### config.mk
export PLATFORM = sky130hd
export DESIGN_NAME = normaliza_flat
export DESIGN_NICKNAME = d
export VERILOG_FILES = /design/src/rtl/normaliza_if.sv /design/src/rtl/normaliza.sv /design/src/flat_wrapper.sv
export SDC_FILE = /design/constraint.sdc
export NUM_CORES = 1
export LEC_CHECK = 0
export ABC_AREA = 1
export CAP_MARGIN = 0
export CORE_UTILIZATION = 42
export CTS_BUF_LIST = sky130_fd_sc_hd__clkbuf_2 sky130_fd_sc_hd__clkbuf_4 sky130_fd_sc_hd__clkbuf_8
export DETAILED_ROUTE_END_ITERATION = 10
export PLACE_DENSITY = 0.69
export SLEW_MARGIN = 20
export SYNTH_ARGS = -nofsm -noshare
export SYNTH_HDL_FRONTEND = slang
export SYNTH_SLANG_ARGS = --single-unit
### constraint.sdc
create_clock -name clk -period 2.5 [get_ports clk]
set_clock_uncertainty 0.1 [all_clocks]
set_input_delay 0.5 -clock clk [delete_from_list [all_inputs] [get_ports clk]]
set_output_delay 0.5 -clock clk [all_outputs]
set_load 0.05 [all_outputs]
### src/rtl/normaliza_if.sv
// Request/result bundle for the leading-one normalizer.
// The master side issues start/r; the slave side returns the window and status.
interface normaliza_if #(
   parameter int IN_W  = 60,
   parameter int OUT_W = 18,
   parameter int SW    = 6
);
   logic             start;
   logic [IN_W-1:0]  r;
   logic [SW-1:0]    s;
   logic [OUT_W-1:0] y;
   logic             zero;
   logic             busy;
   logic             done;

   modport master (
      output start, r,
      input  s, y, zero, busy, done
   );

   modport slave (
      input  start, r,
      output s, y, zero, busy, done
   );
endinterface

### src/rtl/normaliza.sv
// Sequential leading-one normalizer: walks a window down from the top of a
// 60-bit product and stops at the first window whose top bit is set, giving
// the shift amount s and the 18-bit window y = r[s+17:s].
module normaliza #(
   parameter int IN_W  = 60,
   parameter int OUT_W = 18,
   parameter int SW    = 6,
   parameter int S_MAX = IN_W - OUT_W
) (
   input  logic        clk,
   input  logic        rst,
   normaliza_if.slave  bus
);

   typedef enum logic {IDLE, SCAN} state_t;

   state_t           state, state_nxt;
   logic [SW-1:0]    cnt, cnt_nxt;
   logic [IN_W-1:0]  r_reg, r_nxt;
   logic [SW-1:0]    s_q, s_nxt;
   logic [OUT_W-1:0] y_q, y_nxt;
   logic             zero_q, zero_nxt;
   logic             busy_q, busy_nxt;
   logic             done_q, done_nxt;
   logic [SW-1:0]    top_idx;

   // Slice the OUT_W-bit window starting at bit position sh.
   function automatic logic [OUT_W-1:0] window(input logic [IN_W-1:0] v,
                                               input logic [SW-1:0]   sh);
      window = v[sh +: OUT_W];
   endfunction

   // Index of the top bit of the current candidate window.
   assign top_idx = cnt + SW'(OUT_W - 1);

   // Next-state and next-output decode; everything holds unless changed.
   always_comb begin
      state_nxt = state;
      cnt_nxt   = cnt;
      r_nxt     = r_reg;
      s_nxt     = s_q;
      y_nxt     = y_q;
      zero_nxt  = zero_q;
      busy_nxt  = busy_q;
      done_nxt  = 1'b0;
      case (state)
         IDLE: begin
            if (bus.start) begin
               r_nxt     = bus.r;
               cnt_nxt   = SW'(S_MAX);
               busy_nxt  = 1'b1;
               state_nxt = SCAN;
            end
         end
         SCAN: begin
            // Stop on the first window with its top bit set; the bottom
            // window is the fallback for small values and for zero.
            if (r_reg[top_idx] || (cnt == '0)) begin
               y_nxt     = window(r_reg, cnt);
               s_nxt     = cnt;
               zero_nxt  = (r_reg == '0);
               done_nxt  = 1'b1;
               busy_nxt  = 1'b0;
               state_nxt = IDLE;
            end else begin
               cnt_nxt = cnt - SW'(1);
            end
         end
         default: state_nxt = IDLE;
      endcase
   end

   // State and output registers; reset aborts any scan and clears outputs.
   always_ff @(posedge clk) begin
      if (rst) begin
         state  <= IDLE;
         cnt    <= '0;
         r_reg  <= '0;
         s_q    <= '0;
         y_q    <= '0;
         zero_q <= 1'b0;
         busy_q <= 1'b0;
         done_q <= 1'b0;
      end else begin
         state  <= state_nxt;
         cnt    <= cnt_nxt;
         r_reg  <= r_nxt;
         s_q    <= s_nxt;
         y_q    <= y_nxt;
         zero_q <= zero_nxt;
         busy_q <= busy_nxt;
         done_q <= done_nxt;
      end
   end

   assign bus.s    = s_q;
   assign bus.y    = y_q;
   assign bus.zero = zero_q;
   assign bus.busy = busy_q;
   assign bus.done = done_q;

endmodule

### src/flat_wrapper.sv
// flat-port wrapper written by rule: the top's interface ports become plain ports
module normaliza_flat 
#(
   parameter int IN_W  = 60,
   parameter int OUT_W = 18,
   parameter int SW    = 6,
   parameter int S_MAX = IN_W - OUT_W
)
  (clk, rst, bus_start, bus_r, bus_s, bus_y, bus_zero, bus_busy, bus_done);
  normaliza_if #(.IN_W(IN_W), .OUT_W(OUT_W), .SW(SW)) bus_i ();
  input  logic clk;
  input  logic rst;
  input wire logic [$bits(bus_i.start)-1:0] bus_start;
  input wire logic [$bits(bus_i.r)-1:0] bus_r;
  output wire logic [$bits(bus_i.s)-1:0] bus_s;
  output wire logic [$bits(bus_i.y)-1:0] bus_y;
  output wire logic [$bits(bus_i.zero)-1:0] bus_zero;
  output wire logic [$bits(bus_i.busy)-1:0] bus_busy;
  output wire logic [$bits(bus_i.done)-1:0] bus_done;
  assign bus_i.start = bus_start;
  assign bus_i.r = bus_r;
  assign bus_s = bus_i.s;
  assign bus_y = bus_i.y;
  assign bus_zero = bus_i.zero;
  assign bus_busy = bus_i.busy;
  assign bus_done = bus_i.done;
  normaliza #(.IN_W(IN_W), .OUT_W(OUT_W), .SW(SW), .S_MAX(S_MAX)) u_core (.clk(clk), .rst(rst), .bus(bus_i));
endmodule
Word-level counts from Yosys, hierarchy flattened
Index checks and enable logic that the tools add are counted.

word-level totals
  register bits = 94
  bits of input ports = 63
  output and inout port bits = 27
  word-level logic and storage cells = 36

cells by class
  mux-type cells = 12
  equality and inequality tests = 3
  reductions and logical operators = 8
  shift operators = 1
  $add $sub $neg = 2
  bitwise gates (word level) = 1
  magnitude comparators = 1

operator list
  operator               count
  $logic_not A60 Y1      1
  $shiftx A60 B7 Y18     1
  $mux W6                2
  $pmux W6 S2            1
  $reduce_and A2 Y1      4
  $lt A6 B7 Y1 const B   1
  $add A6 B5 Y6 const B  1
  $bmux W1 S6            1
  $logic_not A6 Y1       1
  $mux W1                6
  $ne A2 B2 Y1 const B   3
  $sub A6 B1 Y6 const B  1
  $pmux W1 S2            2
  $reduce_or A2 Y1       1
  $logic_or A1 B1 Y1     1
  $not A1 Y1             1

Depth between registers and ports, before layout
Gate-level depths: netlist (run 1).

  depth in word-level cells = 6
  gate-level depth with buffers = 20
  gate-level depth less buffers = 15

Worst setup path before layout (run 1)
Ideal clock, no wire load.

  path type = register -> register
  start = reg u_core.cnt[1]
  end = reg u_core.y_q[14] (netlist: u_core.bus.y[14])
  path slack = -0.165 ns
  cell stages (with the launch flop) = 21
  arrival time = 2.451 ns
  library setup time = 0.114 ns
  path buffers = 6
  data required time = 2.286 ns
  clock period less this slack = 2.665 ns
  cells stage by stage = dfxtp_1 > buf_2 > inv_2 > buf_2 > buf_2 > ha_1 > buf_2 > inv_1 > buf_6 > nand3_1 > nand3_1 > nand3_1 > nand3_1 > nand3_2 > nand2_4 > nand2_4 > nand3_2 > inv_2 > buf_6 > nand2_1 > nand2_1

between the ends
  word-level cells in the longest chain between the ends = 5
  elaborated cells on any way between the ends = 7
  classes of those cells = add/sub: 1; shift: 1; mux: 2; reduce/logical: 3

RTL lines
  what                                line             RTL
  start: declaration                  normaliza.sv:18  logic [SW-1:0] cnt, cnt_nxt;
  start signal: assignment            normaliza.sv:86  cnt <= cnt_nxt;
  $add A6 B5 Y6                       normaliza.sv:34  assign top_idx = cnt + SW'(OUT_W - 1);
  $bmux W1 S6                         normaliza.sv:58  if (r_reg[top_idx] || (cnt == '0)) begin
  $mux W1 (not written as such)       normaliza.sv:58
  $logic_or A1 B1 Y1                  normaliza.sv:58
  $reduce_and A2 Y1 (no source line)  -
  end signal: assignment              normaliza.sv:89  y_q <= y_nxt;
  end: declaration                    normaliza.sv:21  logic [OUT_W-1:0] y_q, y_nxt;

Several ways; a longest one is shown, not always the timed one. The select of a mux whose other input is x is not followed.
A chain may end at the register's enable or synchronous reset.

Worst setup path after layout (run 1)
  start = reg u_core.cnt[1]
  end = reg u_core.cnt[1]

between the ends
  word-level cells in the longest chain between the ends = 6
  elaborated cells on any way between the ends = 10
  classes of those cells = add/sub: 2; eq/ne: 1; mux: 4; reduce/logical: 3

RTL lines
  what                                line
  $add A6 B5 Y6                       normaliza.sv:34
  $bmux W1 S6                         normaliza.sv:58
  $mux W1 (not written as such)       normaliza.sv:58
  $logic_or A1 B1 Y1                  normaliza.sv:58
  $ne A2 B2 Y1 (no source line)       -
  $reduce_and A2 Y1 (no source line)  -

Several ways; a longest one is shown, not always the timed one. The select of a mux whose other input is x is not followed.

==> results.sh, run 1 <==
export IMPL_finalSetupViolCount=0
export IMPL_post_route_min_period_ns=2.324
export IMPL_die_w_microns=130.3
export IMPL_core_area_sq_um=16000
export IMPL_area_growth_synth_to_final_pct=19.41
export IMPL_min_from="u_core.bus.y[9]$_SDFFE_PP0P_"
export IMPL_grt_pass1_wl_microns=38120
export IMPL_synth_edff_count=0
export IMPL_p_seq_share_pct=26.9
export IMPL_globalRoute_totalOverflow=0
export IMPL_critPathLaunchType="flop"
export IMPL_dr_wl_met2_microns=10770
export IMPL_p_leak_nw=3.636
export IMPL_swShare_pct=48.34
export IMPL_grt_max_degree=67
export IMPL_final_common_cell="nand2_1"
export IMPL_setup_tns_ns=0
export IMPL_first_global_vias=7370
export IMPL_power_frac_comb_pct=56.0
export IMPL_grtUsageTotal_pct=29.28
export IMPL_seq_area_frac_synth_pct=27.23
export IMPL_fin_crit_sh_pct=92.96
export IMPL_endpoint_kind="flop"
export IMPL_place_inst=1441
export IMPL_gp_congestion=1.011
export IMPL_first_pass_iters=6
export IMPL_cpMaxStageDelayCell="dfxtp_2"
export IMPL_syn_num_nets=1245
export IMPL_critPathArrivalTime_ns=2.51
export IMPL_route_met3_wl_microns=1441
export IMPL_slowest_delay_ns=0.39
export IMPL_worst_pin_slew_ns=0.5671
export IMPL_fp_row_count=46
export IMPL_ys_types=40
export IMPL_ys_ff_latch=94
export IMPL_critPathMostFrequentCell="nand3_1"
export IMPL_avgSynthCellArea_sq_um=5.862
export IMPL_antenna_found_initial=0
export IMPL_cts_sink_count=94
export IMPL_cts_setup_buffers=0
export IMPL_clk_pin_slew_worst_paths_ns=0.10
export IMPL_ys_flop_type="dfxtp_1"
export IMPL_status="finished clean"
export IMPL_top_layer_used="met4"
export IMPL_synth_warning_count=0
export IMPL_layout_drive_gt1_share_pct=7.010
export IMPL_slew_viol_final=0
export IMPL_critical_path_max_fanout=13
export IMPL_required_ns=2.68
export IMPL_mostFrequentLayoutCells="357 x nand2_1, 172 x nand3_1, 150 x o21ai_0"
export IMPL_routed_wl_microns=23470
export IMPL_relSlewSlack_pct=61.84
export IMPL_drtIter0Drc=729
export IMPL_cts_max_path_buffers=2
export IMPL_async_reset_ff_share_pct=0
export IMPL_die_h_microns=130.3
export IMPL_path_delay_family="simple AND/OR/NAND/NOR gates"
export IMPL_p_int_mw=3.549
export IMPL_cts_hold_buf=0
export IMPL_postRouteAntennaNets=0
export IMPL_r2r_start="u_core.cnt[1]$_SDFFE_PP0P_"
export IMPL_fmax_mhz=430.3
export IMPL_hold_violations=0
export IMPL_powerDensity_nw_per_um2=832.3
export IMPL_irDropWorstVdd_uv=400.5
export IMPL_critPathLaunch="u_core.cnt[1]$_SDFFE_PP0P_"
export IMPL_place_port_buffers=89
export IMPL_path_cells="inv_2, ha_4, buf_4, nand3_1, nand3_1, nand3_1, nand3_1, nand3_2, nand2_4, nand3_2, o21ai_1, nor2_1"
export IMPL_numCtsBuffers=9
export IMPL_cts_htree_levels=3
export IMPL_synth_top_cell_by_area="dfxtp_1"
export IMPL_cts_resized=0
export IMPL_ioPinCount=90
export IMPL_netSwitchingPower_mw=3.320
export IMPL_drc=0
export IMPL_maxCapViolCount=0
export IMPL_clockRootBuffer="clkbuf_8"
export IMPL_clkPwrFrac_pct=17.1
export IMPL_die_area_sq_um=16970
export IMPL_detail_route_wl_per_cell_microns=16.11
export IMPL_grt_setup_unrepaired="no"
export IMPL_path_class="reg2reg"
export IMPL_nets=1302
export IMPL_cts_tree="yes"
export IMPL_total_power_mw=6.869
export IMPL_start_util_pct=43.20
export IMPL_syn_inst=1179
export IMPL_syn_area_sq_um=6912
export IMPL_wl_met1_microns=10450
export IMPL_num_vias=8018
export IMPL_yosys_area_top_type_share_pct=27.23
export IMPL_synth_area_top_cells="dfxtp_1 27%, nand2_1 19%, nand3_1 12%"
export IMPL_via_per_inst=5.503
export IMPL_final_cells=1457
export IMPL_hp_class="reg2reg"
export IMPL_num_antenna_cells=0
export IMPL_clk_latency_ns=0.39
export IMPL_post_dp_hpwl_microns=18310
export IMPL_largest_reg_flops=60
export IMPL_path_buf_inv=2
## logic make-up (layout without fill, tap and decap cells)
kind of cell	Yosys count	in the layout	share of synthesized area [%]
buf+inv	138	200	9.432
fa+ha+maj	3	3	0.5431
flops	94	94	27.23
xor+xnor	4	4	0.6156
compound gates	241	241	18.28
mux	3	3	0.4345
simple gates	696	696	43.47
## worst reg2reg max path, stage by stage (launching register included)
cell and delay (ns):
dfxtp_2 0.39, inv_2 0.08, ha_4 0.38, buf_4 0.17, nand3_1 0.09, nand3_1 0.09, nand3_1 0.08, nand3_1 0.10
nand3_2 0.09, nand2_4 0.13, nand3_2 0.20, o21ai_1 0.27, nor2_1 0.06
## cell usage after synthesis, types with 6 or more instances
library cell    n
o211ai_1       14
buf_6          13
nand3_1       172
buf_1          14
inv_2           6
a21oi_1        44
nor4_1         16
nor2_1        112
inv_1          47
buf_2          16
o21ai_0       152
nand4_1         8
or2_2           7
clkbuf_1       36
dfxtp_1        94
and2_1          9
nand2_1       358
o21ai_1        19
## power by group through the flow
| stage | combinational (mW) | clock [mW] | sequential [mW] |
|---|---|---|---|
| floorplan | 2.51 | 0 | 2.03 |
| global placement | 3.78 | 0 | 1.88 |
| detailed placement | 3.78 | 0 | 1.88 |
| CTS | 3.80 | 1.20 | 1.85 |
| global route | 4.25 | 1.25 | 1.88 |
| finish | 3.85 | 1.17 | 1.85 |
## through the flow
step	setup WS (ns)	hold WS (ns)	instance area, sq um	util [%]
after global placement	0.1193	0.3624	8024	50.15
after CTS	0.1008	0.3817	8253	51.58
after global routing	0.01822	0.3956	8253	51.58
after detailed placement	0.1167	0.3656	8024	50.15
after floorplan	0.06352	0.3500	6945	-
final	0.1761	0.3777	8253	51.58
## routing by layer
| layer | up-vias | global-route usage (%) |
|---|---|---|
| met2 | 305 | 47.93 |
| met3 | 46 | 4.346 |
| met4 | 0 | 12.31 |
| met5 | - | 0 |
| li1 | 4043 | - |
| met1 | 3624 | 38.34 |
## cell type report
class                           count  area (sq um)
Timing Repair Buffer              128          1259
Clock inverter                      7         105.1
Clock buffer                        9         123.9
Fill cell                        1781          7747
Tap cell                          216         270.3
Sequential cell                    94          1884
Inverter                           56         217.7
Multi-Input combinational cell    947          4393
## worst paths after layout
check	end	slack [ns]	cells past startpoint
max reg2reg	u_core.cnt[1]$_SDFFE_PP0P_	0.18	12
min reg2reg	u_core.bus.y[9]$_SDFFE_PP0P_	0.38	2
max	u_core.cnt[1]$_SDFFE_PP0P_	0.18	12
min	u_core.bus.y[9]$_SDFFE_PP0P_	0.38	2
No activity file was read; power rests on OpenSTA's default activity.
==> run 2: changes to the inputs <==
--- a/config.mk
+++ b/config.mk
@@ -7,6 +7,7 @@
 export LEC_CHECK = 0
 export ABC_AREA = 1
 export CAP_MARGIN = 0
+export CORE_ASPECT_RATIO = 1.4
 export CORE_UTILIZATION = 42
 export CTS_BUF_LIST = sky130_fd_sc_hd__clkbuf_2 sky130_fd_sc_hd__clkbuf_4 sky130_fd_sc_hd__clkbuf_8
 export DETAILED_ROUTE_END_ITERATION = 10
==> run 2 against run 1 <==
Net effect: final area increased by 0.18%; maximum frequency increased by 2.1%; critical path depth unchanged; hold slack got worse by 0.0033 ns; final cell count decreased by 1.2%; first-iteration DRC count decreased by 21%; clock power increased by 9%; core utilization decreased by 0.24 points; sequential share of layout area about the same.
==> results.sh, run 2 (synthesis gave the netlist of run 1 again) <==
export IMPL_clkPwrFrac_pct=18.3
export IMPL_grtUsageTotal_pct=28.31
export IMPL_first_global_vias=7329
export IMPL_power_frac_comb_pct=55.2
export IMPL_hold_end="u_core.bus.y[9]$_SDFFE_PP0P_"
export IMPL_mostFrequentLayoutCells="357 x nand2_1, 172 x nand3_1, 149 x o21ai_0"
export IMPL_nets=1303
export IMPL_cts_max_path_buffers=2
export IMPL_final_util_pct=51.34
export IMPL_antenna_found_initial=0
export IMPL_die_w_microns=110.4
export IMPL_grt_max_degree=88
export IMPL_path_class="reg2reg"
export IMPL_swShare_pct=47.75
export IMPL_postRouteAntennaNets=0
export IMPL_finalSetupViolCount=0
export IMPL_die_h_microns=153.8
export IMPL_core_area_sq_um=16100
export IMPL_routed_wl_microns=23700
export IMPL_num_antenna_cells=0
export IMPL_clk_latency_ns=0.39
export IMPL_final_common_cell="nand2_1"
export IMPL_grt_setup_unrepaired="no"
export IMPL_p_int_mw=3.640
export IMPL_min_from="u_core.bus.y[9]$_SDFFE_PP0P_"
export IMPL_finalHoldWorstSlack_ns=0.3743
export IMPL_irDropWorstVdd_uv=446.5
export IMPL_rrSetupSlack_ns=0.22
export IMPL_critPathArrivalTime_ns=2.50
export IMPL_layout_drive_gt1_share_pct=7.010
export IMPL_worst_pin_slew_ns=0.6249
export IMPL_num_vias=7969
export IMPL_setup_tns_ns=0
export IMPL_via_per_inst=5.534
export IMPL_r2r_end="u_core.bus.y[3]$_SDFFE_PP0P_"
export IMPL_globalRoute_totalOverflow=0
export IMPL_hp_class="reg2reg"
export IMPL_maxCapViolCount=0
export IMPL_status="finished clean"
export IMPL_post_dp_hpwl_microns=18280
export IMPL_gp_congestion=0.9727
export IMPL_place_port_buffers=89
export IMPL_critical_path_max_fanout=60
export IMPL_die_area_sq_um=16980
export IMPL_netSwitchingPower_mw=3.326
export IMPL_grt_pass1_wl_microns=38140
export IMPL_critPathLaunchType="flop"
export IMPL_fin_crit_sh_pct=91.01
export IMPL_endpoint_kind="flop"
export IMPL_drc=0
export IMPL_r2r_start="u_core.cnt[0]$_SDFFE_PP0P_"
export IMPL_cts_htree_levels=3
export IMPL_required_ns=2.73
export IMPL_reg2regPathDepth=12
export IMPL_powerDensity_nw_per_um2=842.5
export IMPL_ioPinCount=90
export IMPL_cts_tree="yes"
export IMPL_fmax_mhz=439.5
export IMPL_p_leak_nw=3.653
export IMPL_total_power_mw=6.965
export IMPL_p_seq_share_pct=26.5
export IMPL_postLayoutCellArea_sq_um=8268
export IMPL_post_route_min_period_ns=2.275
export IMPL_drtIter0Drc=578
export IMPL_clockRootBuffer="clkbuf_8"
export IMPL_relSlewSlack_pct=57.95
export IMPL_slew_viol_final=0
export IMPL_numCtsBuffers=9
export IMPL_place_area_sq_um=8023
export IMPL_cts_sink_count=94
export IMPL_hold_depth=2
export IMPL_fp_row_count=55
export IMPL_start_util_pct=42.92
export IMPL_largest_reg_flops=60
export IMPL_first_pass_iters=6
export IMPL_hold_violations=0
export IMPL_area_growth_synth_to_final_pct=19.62
export IMPL_detail_route_wl_per_cell_microns=16.46
export IMPL_clk_pin_slew_worst_paths_ns=0.11
[run 2: cell count changes in the layout (fill, tap and decap cells not counted), sizes merged]
| cell | delta |
|---|---|
| clkinvlp | -1 |
| bufinv | +1 |
| buf | +1 |
| inv | -1 |
[run 2: worst max path at each step]
stage               slack (ns)                       start  depth (start not counted)                             to
floorplan                 0.06  u_core.cnt[0]$_SDFFE_PP0P_                         20  u_core.bus.y[14]$_SDFFE_PP0P_
global placement          0.18  u_core.cnt[0]$_SDFFE_PP0P_                         14   u_core.bus.y[3]$_SDFFE_PP0P_
detailed placement        0.20  u_core.cnt[0]$_SDFFE_PP0P_                         14  u_core.bus.y[15]$_SDFFE_PP0P_
CTS                       0.17  u_core.cnt[0]$_SDFFE_PP0P_                         14   u_core.bus.y[3]$_SDFFE_PP0P_
global route              0.05  u_core.cnt[0]$_SDFFE_PP0P_                         13     u_core.cnt[1]$_SDFFE_PP0P_
finish                    0.22  u_core.cnt[0]$_SDFFE_PP0P_                         12   u_core.bus.y[3]$_SDFFE_PP0P_
[run 2: final cells by class]
type | instances | area (sq um)
fillers | 1789 | 7835
multi-input cells | 947 | 4393
flip-flops and latches | 94 | 1887
repair buffers | 129 | 1279
well taps | 199 | 249.0
inverters | 56 | 217.7
clock buffers | 9 | 123.9
clock inverters | 6 | 118.9
[run 2: power by group through the flow]
stage / Combinational, mW / Sequential (mW) / Clock (mW)
4_1_cts: 3.79 / 1.84 / 1.30
3_5_place_dp: 3.78 / 1.88 / 0
3_3_place_gp: 3.78 / 1.87 / 0
2_1_floorplan: 2.51 / 2.03 / 0
5_1_grt: 4.24 / 1.88 / 1.35
6_report: 3.85 / 1.85 / 1.27
[run 2: metal layers]
| layer | track usage, % | vias to the layer above | share of wire, % |
|---|---|---|---|
| met4 | 16.63 | 0 | 5.3 |
| li1 | - | 4042 | - |
| met1 | 35.98 | 3576 | 43 |
| met3 | 3.074 | 62 | 4.6 |
| met5 | 0 | - | 0 |
| met2 | 46.29 | 289 | 47 |
[run 2: stage by stage]
| stage | cells | setup slack [ns] |
|---|---|---|
| after global routing | 1440 | 0.04815 |
| after global placement | 1425 | 0.1757 |
| after floorplan | 1179 | 0.06352 |
| final | 1440 | 0.2247 |
| after detailed placement | 1425 | 0.2025 |
| after CTS | 1440 | 0.1723 |
[run 2: what timing repair did]
action | in CTS | in global routing
hold buffers | 0 | 0
setup endpoints to repair | 0 | 3
setup buffers | 0 | 0
resized for setup | 0 | 4
[run 2: critical path, stage by stage (launching register included)]
cell and delay, ns:
dfxtp_4 0.43, buf_12 0.24, nand2_1 0.13, and2_1 0.18
o21ai_0 0.35, nand2_1 0.08, o21ai_0 0.13, a22oi_1 0.11
o21ai_0 0.17, inv_1 0.10, nand2_1 0.07, nand2_1 0.04
nand2_1 0.06
==> patch (config.mk and constraints of run 2) <==
`IN_W` is set to 60 in 3 places; all go to 30.
--- a/src/rtl/normaliza_if.sv
+++ b/src/rtl/normaliza_if.sv
@@ -1,7 +1,7 @@
 // Request/result bundle for the leading-one normalizer.
 // The master side issues start/r; the slave side returns the window and status.
 interface normaliza_if #(
-   parameter int IN_W  = 60,
+   parameter int IN_W  = 30,
    parameter int OUT_W = 18,
    parameter int SW    = 6
 );
--- a/src/rtl/normaliza.sv
+++ b/src/rtl/normaliza.sv
@@ -2,7 +2,7 @@
 // 60-bit product and stops at the first window whose top bit is set, giving
 // the shift amount s and the 18-bit window y = r[s+17:s].
 module normaliza #(
-   parameter int IN_W  = 60,
+   parameter int IN_W  = 30,
    parameter int OUT_W = 18,
    parameter int SW    = 6,
    parameter int S_MAX = IN_W - OUT_W
--- a/src/flat_wrapper.sv
+++ b/src/flat_wrapper.sv
@@ -1,7 +1,7 @@
 // flat-port wrapper written by rule: the top's interface ports become plain ports
 module normaliza_flat 
 #(
-   parameter int IN_W  = 60,
+   parameter int IN_W  = 30,
    parameter int OUT_W = 18,
    parameter int SW    = 6,
    parameter int S_MAX = IN_W - OUT_W
Ports: changed (resized bus_r); port bits go from 90 to 60. No check against the original RTL was run, so the function may have changed too.
==> patch against run 2 <==
Via count fell by 46%. Routed wire length down 51%. Critical path type unchanged. Total power shrank 47%. Sequential power is 34% lower. Synthesized area fell by 41%. Critical endpoint is now u_core.bus.y[0]$_SDFFE_PP0P_. Fmax is 3.5% higher. Synthesized cell count shrank 44%. Sequential cell count shrank 30. Design area down 41%. Combinational power fell by 59%. Setup slack better by 76 ps. First-iteration DRC count decreased by 44%. Worst hold slack got worse by 31 ps.
==> patch: results (changes against run 2) <==
Placed design
  – Dpl cells: 796 (-44%)
  – PortBufs: 59 (-34%)
  – Detail Placement HPWL: 8770 µm (-52%)
  – RePlAce Congestion: 0.934 (-4.0%)

GRT
  – First-pass GRT wire length: 19,900 µm (-48%)
  – Vias in the first global route: 4,173 (-43%)
  – Largest net degree at the start of global routing: 60 (-32%)
  – Overall Global Routing Usage: 0.247 (-0.0363)

Setup path
  – RR Endpoint: u_core.bus.y[0]$_SDFFE_PP0P_
  – Data arrival time of the worst path: 2400 ps (-100 ps)
  – CP max FO: 40 (-33%)
  – Reg2reg path depth: 13 (+1)
  – Worst reg-to-reg setup slack: 300 ps (+80 ps)

Route
  – Initial DRC Count: 324 (-44%)
  – Met1 WL: 5140 µm (-50%)
  – Wire per inst: 14.2 µm (-14%)
  – Met2 routed WL: 5720 µm (-49%)
  – Vias/cell: 5.27 (-4.8%)
  – Met3 routed WL: 381 µm (-65%)
  – Pre-antenna DRT Iters: 5 (-1)
  – DRT Wirelength: 11,500 µm (-51%)

Hold path
  – Hold Path Depth: 2 (unchanged)
  – Min-delay src: u_core.bus.y[5]$_SDFFE_PP0P_

Clock tree
  – Worst skew pair latency: 360 ps (-30 ps)
  – Clk slew on worst S/H paths: 70 ps (-40 ps)

Yosys
  – Mapped Nets: 694 (-44%)
  – Compound-Gate Fraction of Synth Area: 0.159 (-0.0235)
  – Largest cells by area after synthesis: dfxtp_1 31%, nand2_1 17%, nand3_1 12%
  – Adder-cell share of the synthesized area: 0.00921 (+0.00378)
  – Most frequent cells after synthesis: 185 x nand2_1, 99 x nand3_1, 82 x o21ai_0, 72 x nor2_1, 64 x dfxtp_1
  – Post-Syn Instances: 658 (-44%)
  – Mux contribution to synthesized area: 0.00737 (+0.00302)
  – Sequential share of the synthesized area: 0.314 (+0.0421)
  – Post-Synth XOR/XNOR Area: 0.0107 (+0.00459)

Timing
  – Measured slew at the worst slew-check pin: 559 ps (-66.0 ps)

Layout
  – Fin nets: 733 (-44%)
  – Share of cells above drive strength 1: 0.0641 (-0.00600)

Status
  – Outcome: finished, final reports clean

Pwr
  – Peak supply drop: 0.387 mV (-13%)
## patch: cell types whose count changed after synthesis, sizes merged, moves of 8 or more
cell,change
o21ai,-86
buf,-26
clkbuf,-11
nand2,-173
inv,-25
a21oi,-21
dfxtp,-30
and2,-8
nand3,-74
nor2,-41
nor4,-10
## patch: worst max-delay path: stages (launching register included)
cell and delay (ps):
dfxtp_1 450, buf_6 300, nand3_1 120, nand2_1 80
nand2_1 80, inv_1 90, nand3_1 100, nand3_2 90
nand3_2 110, nand2_4 120, inv_6 100, nor2_8 230
nand2_1 90, nand2_1 60
## patch: area by class of cell
class                      count  area [µm²]
fill                        1017        4560
multi-input combinational    517        2420
sequential                    64        1280
timing repair buffer          73         724
clock buffer                  11         145
tap                          110         138
inverter                      32         129
clock inverter                 5        56.3
## patch: kinds of logic after synthesis
logic type | Yosys count
flops | 64
xor+xnor | 5
mux | 3
simple gates | 384
fa+ha+maj | 3
buf+inv | 77
compound gates | 122
## patch: where the power goes
part	leakage [nW]	internal (W)	switching, W
combinational	1.51	0.000539	0.00104
clock	0.103	0.000497	0.000411
sequential	0.526	0.00113	0.0000961
## patch: worst max-delay path by stage
stage,start,endpoint,slack (ps),cells past startpoint
floorplan,u_core.cnt[1]$_SDFFE_PP0P_,u_core.bus.y[10]$_SDFFE_PP0P_,20,18
global placement,u_core.cnt[0]$_SDFFE_PP0P_,u_core.bus.y[12]$_SDFFE_PP0P_,320,13
detailed placement,u_core.cnt[0]$_SDFFE_PP0P_,u_core.bus.y[0]$_SDFFE_PP0P_,250,13
CTS,u_core.cnt[0]$_SDFFE_PP0P_,u_core.bus.y[0]$_SDFFE_PP0P_,210,13
global route,u_core.cnt[0]$_SDFFE_PP0P_,u_core.bus.y[7]$_SDFFE_PP0P_,-9,13
finish,u_core.cnt[0]$_SDFFE_PP0P_,u_core.bus.y[0]$_SDFFE_PP0P_,300,13
## patch: metrics by stage
step | TNS [ps] | setup slack, ps | instance area [µm²]
3_3_place_gp | 0 | 315 | 4690
6_report | 0 | 301 | 4890
3_5_place_dp | 0 | 246 | 4690
4_1_cts | 0 | 213 | 4890
5_1_grt | -8.67 | -8.67 | 4890
2_1_floorplan | 0 | 20.1 | 4080
## patch: per-layer routing
| metal | GRT usage | vias to the layer above |
|---|---|---|
| met3 | 0.0419 | 20 |
| li1 | - | 2258 |
| met4 | 0.0917 | 0 |
| met1 | 0.307 | 1905 |
| met2 | 0.423 | 93 |
| met5 | 0 | - |
